==> src/rtl/lcd_pkg.sv <==
// Shared constants and state encoding for the LCD update scheduler.
package lcd_pkg;

  localparam int         LINE_LENGTH = 16;
  localparam logic [7:0] CHAR_SPACE  = 8'h20;

  typedef enum bit [2:0] {
    IDLE,
    LATCH,
    START,
    WAIT_DONE,
    ACK,
    GAP
  } sched_state_t;

endpackage

==> src/rtl/lcd_update_scheduler_rr_arbiter.sv <==
// Combinational round-robin picker: first set request at or after rr_ptr, wrapping.
module rr_arbiter #(
  parameter  int N  = 4,
  localparam int PW = (N > 1) ? $clog2(N) : 1
) (
  input  logic [N-1:0]  req,
  input  logic [PW-1:0] rr_ptr,
  output logic [N-1:0]  gnt,
  output logic [PW-1:0] gnt_idx
);

  logic [PW-1:0] cand;

  function automatic logic [PW-1:0] wrap_idx(input logic [PW-1:0] base, input int off);
    int sum;
    sum = int'(base) + off;
    if (sum >= N) sum = sum - N;
    return PW'(sum);
  endfunction

  // Scanning from the far end lets the candidate closest to rr_ptr overwrite the rest.
  always_comb begin
    gnt     = '0;
    gnt_idx = '0;
    cand    = '0;
    for (int k = N - 1; k >= 0; k--) begin
      cand = wrap_idx(rr_ptr, k);
      if (req[cand]) begin
        gnt       = '0;
        gnt[cand] = 1'b1;
        gnt_idx   = cand;
      end
    end
  end

endmodule

==> src/rtl/lcd_update_scheduler.sv <==
// Arbitrates client text updates onto the single LCD text path with
// done/timeout handling and a settle gap between transfers.
module lcd_update_scheduler #(
  parameter int N_CLIENTS      = 4,
  parameter int LINE_LENGTH    = lcd_pkg::LINE_LENGTH,
  parameter int TIMEOUT_CYCLES = 2_000_000,
  parameter int GAP_CYCLES     = 1000
) (
  input  logic                               CLK,
  input  logic                               RESET,
  input  logic [N_CLIENTS-1:0]               req,
  input  logic [N_CLIENTS*8*LINE_LENGTH-1:0] line1_in,
  input  logic [N_CLIENTS*8*LINE_LENGTH-1:0] line2_in,
  output logic [N_CLIENTS-1:0]               grant,
  output logic [N_CLIENTS-1:0]               ack,
  output logic                               err,
  output logic                               lcd_send,
  output logic [8*LINE_LENGTH-1:0]           lcd_line1,
  output logic [8*LINE_LENGTH-1:0]           lcd_line2,
  input  logic                               lcd_done,
  output logic                               busy
);

  import lcd_pkg::*;

  localparam int LW = 8 * LINE_LENGTH;
  localparam int PW = (N_CLIENTS > 1) ? $clog2(N_CLIENTS) : 1;
  localparam int TW = $clog2(TIMEOUT_CYCLES + 1);
  localparam int GW = $clog2(GAP_CYCLES + 1);

  sched_state_t         state;
  logic [PW-1:0]        rr_ptr;
  logic [PW-1:0]        owner;
  logic [TW-1:0]        to_cnt;
  logic [GW-1:0]        gap_cnt;
  logic                 done_prev;
  logic                 done_edge;
  logic [N_CLIENTS-1:0] arb_gnt;
  logic [PW-1:0]        arb_idx;

  rr_arbiter #(
    .N(N_CLIENTS)
  ) u_arbiter (
    .req    (req),
    .rr_ptr (rr_ptr),
    .gnt    (arb_gnt),
    .gnt_idx(arb_idx)
  );

  assign done_edge = lcd_done & ~done_prev;

  // The done history runs in every state so a level that was already high
  // before WAIT_DONE cannot masquerade as a fresh completion.
  always_ff @(posedge CLK or posedge RESET) begin
    if (RESET) begin
      state     <= IDLE;
      rr_ptr    <= '0;
      owner     <= '0;
      to_cnt    <= '0;
      gap_cnt   <= '0;
      done_prev <= 1'b0;
      grant     <= '0;
      ack       <= '0;
      err       <= 1'b0;
      lcd_send  <= 1'b0;
      busy      <= 1'b0;
      lcd_line1 <= {LINE_LENGTH{CHAR_SPACE}};
      lcd_line2 <= {LINE_LENGTH{CHAR_SPACE}};
    end else begin
      done_prev <= lcd_done;
      lcd_send  <= 1'b0;
      ack       <= '0;
      err       <= 1'b0;
      unique case (state)
        IDLE: begin
          if (|req) begin
            state     <= LATCH;
            busy      <= 1'b1;
            grant     <= arb_gnt;
            owner     <= arb_idx;
            lcd_line1 <= line1_in[arb_idx*LW +: LW];
            lcd_line2 <= line2_in[arb_idx*LW +: LW];
          end
        end
        LATCH: begin
          state    <= START;
          lcd_send <= 1'b1;
        end
        START: begin
          state  <= WAIT_DONE;
          to_cnt <= '0;
        end
        // A done edge in the final timeout cycle still counts as success.
        WAIT_DONE: begin
          if (done_edge) begin
            state <= ACK;
            ack   <= grant;
          end else if (to_cnt == TW'(TIMEOUT_CYCLES - 1)) begin
            state <= ACK;
            ack   <= grant;
            err   <= 1'b1;
          end else begin
            to_cnt <= to_cnt + TW'(1);
          end
        end
        ACK: begin
          state   <= GAP;
          grant   <= '0;
          gap_cnt <= '0;
          rr_ptr  <= (owner == PW'(N_CLIENTS - 1)) ? '0 : owner + PW'(1);
        end
        GAP: begin
          if (gap_cnt == GW'(GAP_CYCLES - 1)) begin
            state <= IDLE;
            busy  <= 1'b0;
          end else begin
            gap_cnt <= gap_cnt + GW'(1);
          end
        end
        default: begin
          state <= IDLE;
          busy  <= 1'b0;
        end
      endcase
    end
  end

endmodule

==> config.mk <==
export PLATFORM = sky130hd
export DESIGN_NAME = lcd_update_scheduler
export DESIGN_NICKNAME = d
export VERILOG_FILES = /design/src/rtl/lcd_pkg.sv /design/src/rtl/lcd_update_scheduler_rr_arbiter.sv /design/src/rtl/lcd_update_scheduler.sv
export SDC_FILE = /design/constraint.sdc
export NUM_CORES = 1
export LEC_CHECK = 0
export ABC_AREA = 1
export ABC_CLOCK_PERIOD_IN_PS = 27800
export BUFFER_PORTS_ARGS = -buffer_cell sky130_fd_sc_hd__buf_2
export CAP_MARGIN = 20
export CORE_AREA = 5 5 499 501
export DETAILED_ROUTE_END_ITERATION = 8
export DIE_AREA = 0 0 504 506
export PLACE_DENSITY = 0.3
export SLEW_MARGIN = 0
export SYNTH_ARGS = -nofsm -noshare
export SYNTH_HDL_FRONTEND = slang
export SYNTH_SLANG_ARGS = --single-unit
==> constraint.sdc <==
create_clock -name CLK -period 27.8 [get_ports CLK]
set_input_delay 2.78 -clock CLK [delete_from_list [all_inputs] [get_ports CLK]]
set_output_delay 2.78 -clock CLK [all_outputs]
set_load 0.1 [all_outputs]
**Word-level counts from Yosys, hierarchy flattened**

Cells that the tools add are included.

- Equality and inequality tests: 14
- Shift operators: 2
- Reductions and logical operators: 16
- Bitwise operators: 3
- Muxes and demuxes: 51
- Add/subtract/negate cells: 10
- Order comparisons: 12

Operator list:

| kind | number |
|---|---|
| $shiftx A512 B10 Y128 | 2 |
| $mux W21 | 2 |
| $pmux W21 S2 | 1 |
| $mux W4 | 8 |
| $add A21 B1 Y21 const B | 1 |
| $eq A21 B21 Y1 const B | 1 |
| $pmux W10 S2 | 1 |
| $mux W2 | 9 |
| $pmux W3 S6 | 1 |
| $mux W1 | 14 |
| $lt A2 B3 Y1 const B | 4 |
| $mux W3 | 4 |
| $add A10 B1 Y10 const B | 1 |
| $eq A10 B10 Y1 const B | 1 |
| $mux W10 | 1 |
| $ne A2 B2 Y1 const B | 5 |
| $ge A3 B3 Y1 const B | 3 |
| $reduce_and A3 Y1 | 3 |
| $bmux W1 S2 | 4 |
| $demux W1 S2 | 4 |
| $ge A2 B1 Y1 const B | 4 |
| $pmux W4 S2 | 1 |
| $reduce_or A4 Y1 | 2 |
| $sub A2 B1 Y2 const B | 4 |
| other kinds (16) | 27 |

- Bits of input ports: 1031
- Register bits after elaboration: 306

**Depth between registers and ports, before layout**

- Depth after elaboration: 13
- Gate-level depth with buffers: 19

**Hierarchy**

From an unflattened synthesis, not the netlist that was laid out.

- Cell total of the unflattened synthesis: 2986
- Area, all modules: 19814.0 µm²

By module, submodules not included:

| module | area each (µm²) | cells an instance | instances | sequential area each (µm²) |
|---|---|---|---|---|
| lcd_update_scheduler | 19356.1 | 2903 | 1 | 7697.4 |
| rr_arbiter | 457.9 | 83 | 1 | 0.0 |

**Worst setup path before layout**

Ideal clock, no wire load.

- Kind: input port to flip-flop
- Start: input port req[3]
- End: register lcd_line2[100]
- Required time: 27.680 ns
- Slack: 23.510 ns
- Stages on the path: 15
- Data arrival time: 4.170 ns
- Path through: inv_1 > nand2_1 > and2_1 > nand2_2 > nand2_2 > inv_1 > nand2_1 > nand2_2 > buf_2 > clkbuf_1 > nand3b_1 > nand3_1 > nand2_1 > nand2_1 > nand2_1

- Cells in the longest elaborated chain, start to end: 7
- Elaborated cells between the ends (all ways): 15
- Classes of those cells: shift: 1; mux: 12; reduce/logical: 2

RTL lines:

| item | RTL line | text |
|---|---|---|
| from (decl) | lcd_update_scheduler.sv:11 | `input logic [N_CLIENTS-1:0] req,` |
| $bmux W1 S2 | lcd_update_scheduler_rr_arbiter.sv:28 | `if (req[cand]) begin` |
| $mux W1 (not written as such) | lcd_update_scheduler_rr_arbiter.sv:28 |  |
| $mux W2 (4 in a row) | lcd_update_scheduler_rr_arbiter.sv:28 |  |
| $shiftx A512 B10 Y128 | lcd_update_scheduler.sv:82 | `lcd_line2 <= line2_in[arb_idx*LW +: LW];` |
| to (signal assigned) | lcd_update_scheduler.sv:68 | `lcd_line2 <= {LINE_LENGTH{CHAR_SPACE}};` |
| to (signal assigned) | lcd_update_scheduler.sv:82 |  |
| to (decl) | lcd_update_scheduler.sv:19 | `output logic [8*LINE_LENGTH-1:0] lcd_line2,` |

Parallel ways exist; a longest one is shown, timed or not. The select of a mux whose other input is x is not followed.
A chain may end at the register's enable or synchronous reset.

**Worst setup path after layout**

- Start: input port req[2]
- End: register lcd_line1[25]

- Cells in the longest elaborated chain, start to end: 7
- Elaborated cells between the ends (all ways): 15
- Classes of those cells: shift: 1; mux: 12; reduce/logical: 2

RTL lines:

| item | RTL line | text |
|---|---|---|
| $bmux W1 S2 | lcd_update_scheduler_rr_arbiter.sv:28 |  |
| $mux W1 (not written as such) | lcd_update_scheduler_rr_arbiter.sv:28 |  |
| $mux W2 (4 in a row) | lcd_update_scheduler_rr_arbiter.sv:28 |  |
| $shiftx A512 B10 Y128 | lcd_update_scheduler.sv:81 | `lcd_line1 <= line1_in[arb_idx*LW +: LW];` |
| to (signal assigned) | lcd_update_scheduler.sv:67 | `lcd_line1 <= {LINE_LENGTH{CHAR_SPACE}};` |
| to (signal assigned) | lcd_update_scheduler.sv:81 |  |
| to (decl) | lcd_update_scheduler.sv:18 | `output logic [8*LINE_LENGTH-1:0] lcd_line1,` |

Parallel ways exist; a longest one is shown, timed or not. The select of a mux whose other input is x is not followed.

==> impl_results.md <==
- GRT met1 Usage: 18.6%
- Commonest cells in the netlist: 1,539 x nand2_1, 792 x inv_1, 782 x nand3_1, 274 x dfrtp_1, 232 x nand3b_1
- CTS clk-pin slew, worst paths: 0.06 ns
- Most Frequent Cell on Critical Path: nand2_1
- Initial antenna violation count: 116
- Async SR Flop Fraction: 100%
- Die height: 506 microns
- Worst-path fanout max: 102
- Wirelength per Cell: 22.6 microns
- Sequential cell area: 0.00770 sq mm
- Clk Latency, worst-skew pair: 0.67 ns
- Seq cells post-synth: 306
- First-pass DRT Iterations: 6
- Ranking of synthesized cells by area: dfrtp_1 28%, nand2_1 23%, nand3_1 16%, inv_1 12%, nand3b_1 7.0%
- HP Class: flop to flop
- Via density: 3.73
- Area growth from synthesis to layout: 45.3%
- Netlist cell types: 36
- Count leader, synth: nand2_1
- # nets final: 6,311
- Clock sink count: 306
- Fillcell total: 28,900
- Multi-input gate area: 0.0128 sq mm
- Clk root buf: clkbuf_16
- Compound-Gate Fraction of Synth Area: 2.21%
- Critical path's largest stage delay: 0.76 ns
- Arrival time worst endpoint: 7.98 ns
- Total die area: 0.255 sq mm
- HPWL Detailed: 155,000 microns
- Mapped cell area: 0.0249 sq mm
- 1st-iter DRT viols: 2,245
- Total gr overflow: 0
- Xor and xnor fraction of the mapped netlist area: 0.423%
- Mux cell area share after synthesis: 0%
- CP Capture Type: flop
- # Post-CTS Setup Buffers: 0
- Final wirelength: 193,000 microns
- IO buf count: 1,297
- Fin crit period: 7.46 ns
- Dominant cell type by area after synthesis: dfrtp_1
- Main synth FF type: dfrtp_1
- Reg-to-reg slack, setup: 21.45 ns
- Die Span X: 504 microns
- Largest family of logic cells by synthesized area: simple AND/OR/NAND/NOR gates
- Largest net degree at the start of global routing: 138
- Final Hold Vio Count: 0
- Maxcap violations: 0
- GRT Overall Usage: 14.4%
- Worst Setup EP: lcd_line1[25]$_DFFE_PP0P_
- Residual DRC count: 0
- Seq/Total Area, Yosys: 31.0%
- Run status: complete, no violations
- Highest clock rate: 134 MHz
- Worst path required time: 28.32 ns
- Core ar.: 0.244 sq mm
- Syn_area_per_cell: 5.98 sq um
- Vias: 31,800
- Post-synth EDFFs: 0
- RSZ-0062 raised after global routing: no
- Adder-Cell Fraction of Synth Area: 0.554%
- Global Route met3 Usage: 3.79%
- Detail Route Antenna Nets: 0
- Worst reg2reg path startpoint: rr_ptr[0]$_DFFE_PP0P_
- Final Cycle Share: 26.8%
- CTS Buffer Depth: 3
- Synth Area in Simple Gates: 48.3%
- Crit path from: req[2]
- Slew margin rel.: 27.1%
- GR Layer Usage met2: 24.2%
- Pins Over Slew Limit: 0
- Yosys top cell area share: 27.6%
- Post-Syn Instances: 4,158
- First-pass GRT wire length: 265,000 microns
- Routability cong.: 0.905
- Crit Path Class: primary input to flop
- Most Used Layer, Global Route: met2
- Slew at the pin closest to its max-slew limit: 1.09 ns
- Layout cell share with drive strength beyond 1: 27.8%
- Yosys warns: 0
- CTS Buf Count: 48
- Crit Reg-Reg Endpoint: lcd_line1[25]$_DFFE_PP0P_
- Cells on worst reg2reg path: 19
- Initial Util: 10.2%
- Critical path cell sequence: buf_2 > inv_1 > nand2_1 > nand3_1 > nand2_2 > inv_1 > nand2_2 > nand2_1 > nand2_8 > nand2_8 > buf_4 > buf_4 > buf_4 > buf_4 > nand2_1 > nand3_1 > nand2_1 > nand2_1 > nand2_1
- Startpoint types: primary input
- H-tree Lvls: 2
- Hold buffers post-CTS: 0
- Cts repair resizes: 0
- Worst path slowest cell: buf_4
- Rows: 182
- Syn_nets: 5,200
- TritonCTS clock tree: yes
- Clk_skew: 0.0263 ns
- Setup violations, final: 0
- # IOs: 1,298
- Worst hold slack: 0.465 ns
- Number of global-route vias before repair: 32,400
- Setup tns final: 0 ns
[state kept, by name, summed over array words and instances, names as in the netlist, 3 cells and up]
register and count:
lcd_line1 128, lcd_line2 128, to_cnt 21, gap_cnt 10, ack 4, grant 4
state 3
[how the worst min path moves through the flow]
stage	start	end	slack [ns]	cells after the start
3_3_place_gp	lcd_line2[93]$_DFFE_PP1P_	lcd_line2[93]$_DFFE_PP1P_	0.46	2
4_1_cts	lcd_line2[13]$_DFFE_PP1P_	lcd_line2[13]$_DFFE_PP1P_	0.47	2
6_report	lcd_line1[37]$_DFFE_PP1P_	lcd_line1[37]$_DFFE_PP1P_	0.46	2
2_1_floorplan	owner[0]$_DFFE_PP0P_	rr_ptr[0]$_DFFE_PP0P_	0.46	1
5_1_grt	lcd_line2[85]$_DFFE_PP1P_	lcd_line2[85]$_DFFE_PP1P_	0.47	2
3_5_place_dp	lcd_line1[125]$_DFFE_PP1P_	lcd_line1[125]$_DFFE_PP1P_	0.46	2
[cell type report]
| type | count | area share [%] |
|---|---|---|
| Antenna cell | 16 | 0.111 |
| Tap cell | 3220 | 11.2 |
| Multi-Input combinational cell | 2776 | 35.6 |
| Clock buffer | 69 | 3.91 |
| Sequential cell | 306 | 21.3 |
| Timing Repair Buffer | 1342 | 19.0 |
| Inverter | 795 | 8.33 |
| Clock inverter | 19 | 0.651 |
[per-layer routing]
metal / wire length (microns) / vias to the layer above
met5: 429 / -
met4: 4320 / 72
met3: 14500 / 259
met2: 89700 / 1413
met1: 84500 / 15200
li1: - / 14900
[cell usage in the layout (no fill, tap or decap), types with 2 or more instances in the layout]
cell type   count
clkbuf_1        9
nand4_1        10
inv_1         791
dfrtp_1       274
or2_1          23
o211ai_1       29
nor2_1         42
inv_8           3
buf_4          43
clkbuf_16      49
xnor2_1         2
inv_16          2
bufinv_16       4
o21ai_0        27
nor4_1          3
a21oi_1        17
nand3_1       782
buf_12          2
nand2_1      1538
o31ai_1         7
ha_1           11
buf_2        1297
nor3_1         18
nor2_4          2
diode_2        16
clkinv_2        9
nand2_2         4
a31oi_1         3
clkinvlp_4      4
dfstp_2        32
nand2_8         2
xor2_1         10
nand3b_1      232
or2_2           5
clkbuf_8       11
[logic make-up (layout without fill, tap and decap cells)]
kind of cell | Yosys count | in the layout
other | 0 | 16
xor gates and xnor gates | 12 | 12
buffers and inverters | 1076 | 2225
adders and majority gates | 11 | 11
and+or+nand+nor | 2666 | 2666
DFF | 306 | 306
AOI/OAI and AO/OA | 87 | 87
[critical path: cells and delay by family]
kind	cells	cell delay [ns]
buf+inv	7	2.89
simple gates	12	1.95
[metrics by stage]
stage / utilization (%) / std cells / worst slack, ns / instance area [sq um]
2_1_floorplan: - / 4158 / 16.61 / 24900
3_3_place_gp: 14.1 / 8439 / 19.68 / 34400
3_5_place_dp: 14.1 / 8439 / 19.70 / 34400
4_1_cts: 14.8 / 8527 / 20.42 / 36100
5_1_grt: 14.8 / 8531 / 19.94 / 36100
6_report: 14.8 / 8543 / 20.34 / 36100
Power is left out: the tool's default activity adds up to more than one toggle a clock period on the data nets, which glitch-free logic cannot reach.
